`config.mk`:
```
export PLATFORM = sky130hd
export DESIGN_NAME = cntr_nud
export DESIGN_NICKNAME = d
export VERILOG_FILES = /design/src/rtl/cntr_nud_pkg.sv /design/src/rtl/cntr_nud_next.sv /design/src/rtl/cntr_nud.sv
export SDC_FILE = /design/constraint.sdc
export NUM_CORES = 1
export LEC_CHECK = 0
export CORE_MARGIN = 2
export CORE_UTILIZATION = 55
export DETAILED_ROUTE_END_ITERATION = 16
export GPL_TIMING_DRIVEN = 0
export PLACE_DENSITY = 0.87
export SYNTH_ARGS = -nofsm -noshare
export SYNTH_HDL_FRONTEND = slang
export SYNTH_SLANG_ARGS = --single-unit
```
`constraint.sdc`:
```
create_clock -name clk -period 3.24 [get_ports clk]
set_input_delay 0.324 -clock clk [delete_from_list [all_inputs] [get_ports clk]]
set_output_delay 0.324 -clock clk [all_outputs]
set_load 0.05 [all_outputs]
```
`src/rtl/cntr_nud_pkg.sv`:
```
// Shared constants for the cntr_nud up/down counter.
// Optional saturate mode is compiled in with the CNTR_NUD_SAT_EN macro.
package cntr_nud_pkg;

    // Direction encoding on up_down
    localparam logic DIR_UP   = 1'b0;
    localparam logic DIR_DOWN = 1'b1;

    // Bound behaviour encoding on sat_mode
    localparam logic MODE_WRAP = 1'b0;
    localparam logic MODE_SAT  = 1'b1;

    // Legal range of the WIDTH parameter
    localparam int WIDTH_MIN = 2;
    localparam int WIDTH_MAX = 32;

endpackage

```
`src/rtl/cntr_nud_next.sv`:
```
// Combinational next-state function of cntr_nud: the stepped count, its wrap
// flag and the terminal-count output. It knows nothing about reset or load.
// Saturate logic exists only when CNTR_NUD_SAT_EN is defined.
module cntr_nud_next
    import cntr_nud_pkg::*;
#(
    parameter int WIDTH = 8
) (
    input  logic [WIDTH-1:0] count,
    input  logic [WIDTH-1:0] max_val,
    input  logic             en,
    input  logic             up_down,
`ifdef CNTR_NUD_SAT_EN
    input  logic             sat_mode,
`endif
    output logic [WIDTH-1:0] next_count,
    output logic             next_wrap,
    output logic             tc
);

    // tc flags that the next enabled step hits a bound (wrap or hold)
    assign tc = en & ((up_down == DIR_DOWN) ? (count == '0) : (count >= max_val));

    // Result of one step in the selected direction; a count above max_val
    // (after max_val was lowered) wraps to 0 going up and clamps going down
    always_comb begin
        next_count = count;
        next_wrap  = 1'b0;
        if (up_down == DIR_UP) begin
            if (count >= max_val) begin
`ifdef CNTR_NUD_SAT_EN
                if (sat_mode == MODE_SAT) begin
                    next_count = max_val;
                end else begin
                    next_count = '0;
                    next_wrap  = 1'b1;
                end
`else
                next_count = '0;
                next_wrap  = 1'b1;
`endif
            end else begin
                next_count = count + WIDTH'(1);
            end
        end else begin
            if (count == '0) begin
`ifdef CNTR_NUD_SAT_EN
                if (sat_mode == MODE_SAT) begin
                    next_count = '0;
                end else begin
                    next_count = max_val;
                    next_wrap  = 1'b1;
                end
`else
                next_count = max_val;
                next_wrap  = 1'b1;
`endif
            end else if (count > max_val) begin
                next_count = max_val;
            end else begin
                next_count = count - WIDTH'(1);
            end
        end
    end

endmodule

```
`src/rtl/cntr_nud.sv`:
```
// Parametrised up/down counter with programmable modulus, synchronous load,
// count enable, terminal-count and wrap-event outputs.
// Define CNTR_NUD_SAT_EN to add the sat_mode port and saturate behaviour.
module cntr_nud
    import cntr_nud_pkg::*;
#(
    parameter int WIDTH = 8
) (
    input  logic             clk,
    input  logic             reset,
    input  logic             en,
    input  logic             up_down,
    input  logic             load,
    input  logic [WIDTH-1:0] load_val,
    input  logic [WIDTH-1:0] max_val,
`ifdef CNTR_NUD_SAT_EN
    input  logic             sat_mode,
`endif
    output logic [WIDTH-1:0] count,
    output logic             tc,
    output logic             wrap
);

    if (WIDTH < WIDTH_MIN || WIDTH > WIDTH_MAX) begin : g_bad_width
        $error("cntr_nud: WIDTH out of legal range");
    end

    logic [WIDTH-1:0] step_count;
    logic             step_wrap;
    logic [WIDTH-1:0] load_clamped;

    cntr_nud_next #(
        .WIDTH (WIDTH)
    ) u_next (
        .count      (count),
        .max_val    (max_val),
        .en         (en),
        .up_down    (up_down),
`ifdef CNTR_NUD_SAT_EN
        .sat_mode   (sat_mode),
`endif
        .next_count (step_count),
        .next_wrap  (step_wrap),
        .tc         (tc)
    );

    // A loaded value never lands outside the count range
    assign load_clamped = (load_val > max_val) ? max_val : load_val;

    // Priority mux reset > load > en > hold; wrap is a one-cycle pulse
    always_ff @(posedge clk) begin
        if (reset) begin
            count <= '0;
            wrap  <= 1'b0;
        end else if (load) begin
            count <= load_clamped;
            wrap  <= 1'b0;
        end else if (en) begin
            count <= step_count;
            wrap  <= step_wrap;
        end else begin
            wrap  <= 1'b0;
        end
    end

endmodule

```
==> flow_metrics.py <==
metrics = {
    "sta": {
        "timing.setup.tns_ns": 0,
        "timing.final.crit_period_ns": 3.09,
        "min_period_over_period_pct": 95.4,
        "rsz0062_at_grt": "no",
        "final_hold_viol_count": 0,
        "setup_viol": 0,
        "worst_pin_slew_ns": 0.667,
        "clock_skew_ns": 0.00209,
        "fmax_mhz": 324,
        "slew_violations": 0,
        "slew-limit-headroom_pct": 54.4,
    },
    "layout": {
        "final_util_pct": 73.1,
        "final_cell_area_mm2": 0.00183,
        "layout_common_cells": "clkdlybuf4s50_1 (29), nor2_1 (28), ha_1 (19)",
        "syn2layout_area_growth_pct": 24.8,
        "final_nets": 273,
        "drive_gt1_share_pct": 9.91,
        "final_common_cell": "clkdlybuf4s50_1",
        "multiInputGateArea_mm2": 0.00119,
        "diodes": 0,
        "nFillCells": 214,
        "regArea_um2": 180,
    },
    "critical_path": {
        "critPathArrivalTime_ns": 2.77,
        "criticalPathCategory": "input pin to primary output",
        "rrSetupSlack_ns": 0.79,
        "start_kind": "input pin",
        "end_kind": "primary output",
        "critPathRequiredTime_ns": 2.92,
        "cp_max_fo": 3,
    },
    "synth": {
        "synthTopCellsByArea": "ha_1 (16%), dfxtp_1 (12%), nor2_1 (7.2%), mux2i_1 (4.8%), a21oi_1 (4.4%)",
        "synth_seq_cells": 9,
        "yosysSeqAreaShare_pct": 12.3,
        "yosysTopAreaCellShare_pct": 16.2,
        "synth_area_mm2": 0.00147,
        "async_flop_share_pct": 0,
        "synth-edff-count": 0,
        "synthCells": 198,
        "syn-num-nets": 238,
        "synth_area_leader_cell": "ha_1",
        "syn_area_per_cell_um2": 7.40,
        "synthDistinctLibCells": 53,
        "synthFlopType": "dfxtp_1",
        "synth-warning-count": 0,
    },
    "grt": {
        "busiest_layer": "met2",
        "grt_pass1_wl_mm": 7.71,
        "use_met2_pct": 52.2,
        "grt_overflow": 0,
        "met1_usage_pct": 39.8,
        "grt.total_usage_pct": 31.6,
        "grtUsageMet3_pct": 3.49,
        "antenna_found_initial": 0,
        "grt_max_degree": 11,
        "grt_pass1_vias": 1691,
    },
    "pwr": {
        "power.density_mw_per_mm2": 380,
        "irDropWorstVdd_mv": 0.288,
        "leakagePower_nw": 0.791,
        "finalPower_mw": 0.694,
    },
    "flow_run": {
        "maxCapViolCount": 0,
    },
    "worst_hold_path": {
        "hp-class": "flip-flop to flip-flop",
    },
    "outcome": {
        "status": "finished, final reports clean",
    },
    "drt": {
        "vias": 1684,
        "viasPerCell": 6.43,
        "drt_iter0_markers": 84,
        "routed_wl_mm": 4.69,
        "routedWlPerCell_um": 17.9,
        "detail-route-antenna-nets": 0,
        "remaining_drc_errors": 0,
        "drt_first_pass_iters": 4,
    },
    "cts": {
        "insertion_delay_ns": 0.27,
        "clockRootBuffer": "clkbuf_4",
        "ctsHoldBuffers": 0,
        "numCtsBuffers": 3,
        "cts_tree": "yes",
        "cts_sinks": 9,
        "cts_setup_buffers": 0,
        "cts_buffer_depth": 2,
        "clkTransAtPathRegs_ns": 0.08,
        "htreeDepth": 1,
        "post_cts_resized": 5,
    },
    "placement": {
        "hpwl_mm": 3.64,
        "gp_congestion": 0.913,
        "place_area_mm2": 0.00180,
        "port_buffers": 30,
    },
    "floorplan": {
        "dieArea_mm2": 0.00309,
        "rows": 18,
        "dieWidth_um": 55.6,
        "core_area_mm2": 0.00250,
        "io_pins": 31,
        "initial_utilization_pct": 58.6,
        "die_y_um": 55.6,
    },
}
-- logic make-up after synthesis --
logic type               Yosys count  share of synthesized area (%)
XOR/XNOR                           4                           2.39
buffers and inverters             21                           6.92
AO/OA/AOI/OAI                     57                           27.2
flip-flops                         9                           12.3
multiplexers                      10                           7.34
adder cells (fa/ha/maj)           19                           16.2
AND/OR/NAND/NOR                   78                           27.6
-- metal layers --
layer  up-vias  share of wire [%]
met4         0                3.3
met1       764                 43
met3        12                7.2
li1        813                  -
met5         -                  0
met2        95                 47
-- power by group --
part	leakage [nW]	internal [mW]	switching (mW)	total, mW
combinational	0.702	0.190	0.255	0.446
sequential	0.0745	0.125	0.0229	0.148
clock	0.0150	0.0477	0.0525	0.100
-- flip-flops by register name, summed over array words and instances (netlist names) --
name,count
wrap,1
count,8
-- worst max-delay path: stages --
cell and delay, ns:
clkdlybuf4s50_1 0.54, inv_1 0.12, ha_1 0.35, a21oi_1 0.14
o21ai_0 0.18, or3_4 0.44, or2_0 0.26, and3_1 0.20
buf_2 0.21
-- cells in the mapped netlist, types with 2 or more instances --
cell type and number:
or2_0 2, nand2b_1 2, nor4_1 2, and2_1 2, clkbuf_1 3, a211o_1 2
xnor2_1 3, nor2_1 28, mux2i_1 7, a311oi_1 4, inv_1 13, a2111oi_0 2
buf_4 4, o21ai_0 13, nand4_1 4, a21o_1 2, nand3_1 9, a21oi_1 13
dfxtp_1 9, nor3_1 5, mux2_2 2, ha_1 19, a22o_1 2, nand2_1 13
a31oi_1 3, o211ai_1 3
-- cell type report --
type	instances	share of cell area, %
multi-input cells	168	65.0
repair buffers	30	16.2
flip-flops and latches	9	9.86
plain buffers	8	2.87
inverters	13	2.67
well taps	30	2.05
clock buffers	4	1.44
-- final timing paths --
| kind | from | endpoint | cells past startpoint |
|---|---|---|---|
| hold / removal | count[0] | count[0] | 2 |
| setup reg to reg | count[0] | count[1] | 9 |
| setup / recovery | max_val[7] | tc | 9 |
| hold reg to reg | count[0] | count[0] | 2 |
-- through the flow --
step | cells | hold slack [ns] | setup WS, ns
2_1_floorplan | 198 | 0.430 | 0.526
3_3_place_gp | 258 | 0.559 | -0.395
3_5_place_dp | 258 | 0.572 | -0.404
4_1_cts | 262 | 0.581 | 0.0861
5_1_grt | 262 | 0.620 | 0.0827
6_report | 262 | 0.587 | 0.151
Note: power is estimated with default switching activity, not from simulation.
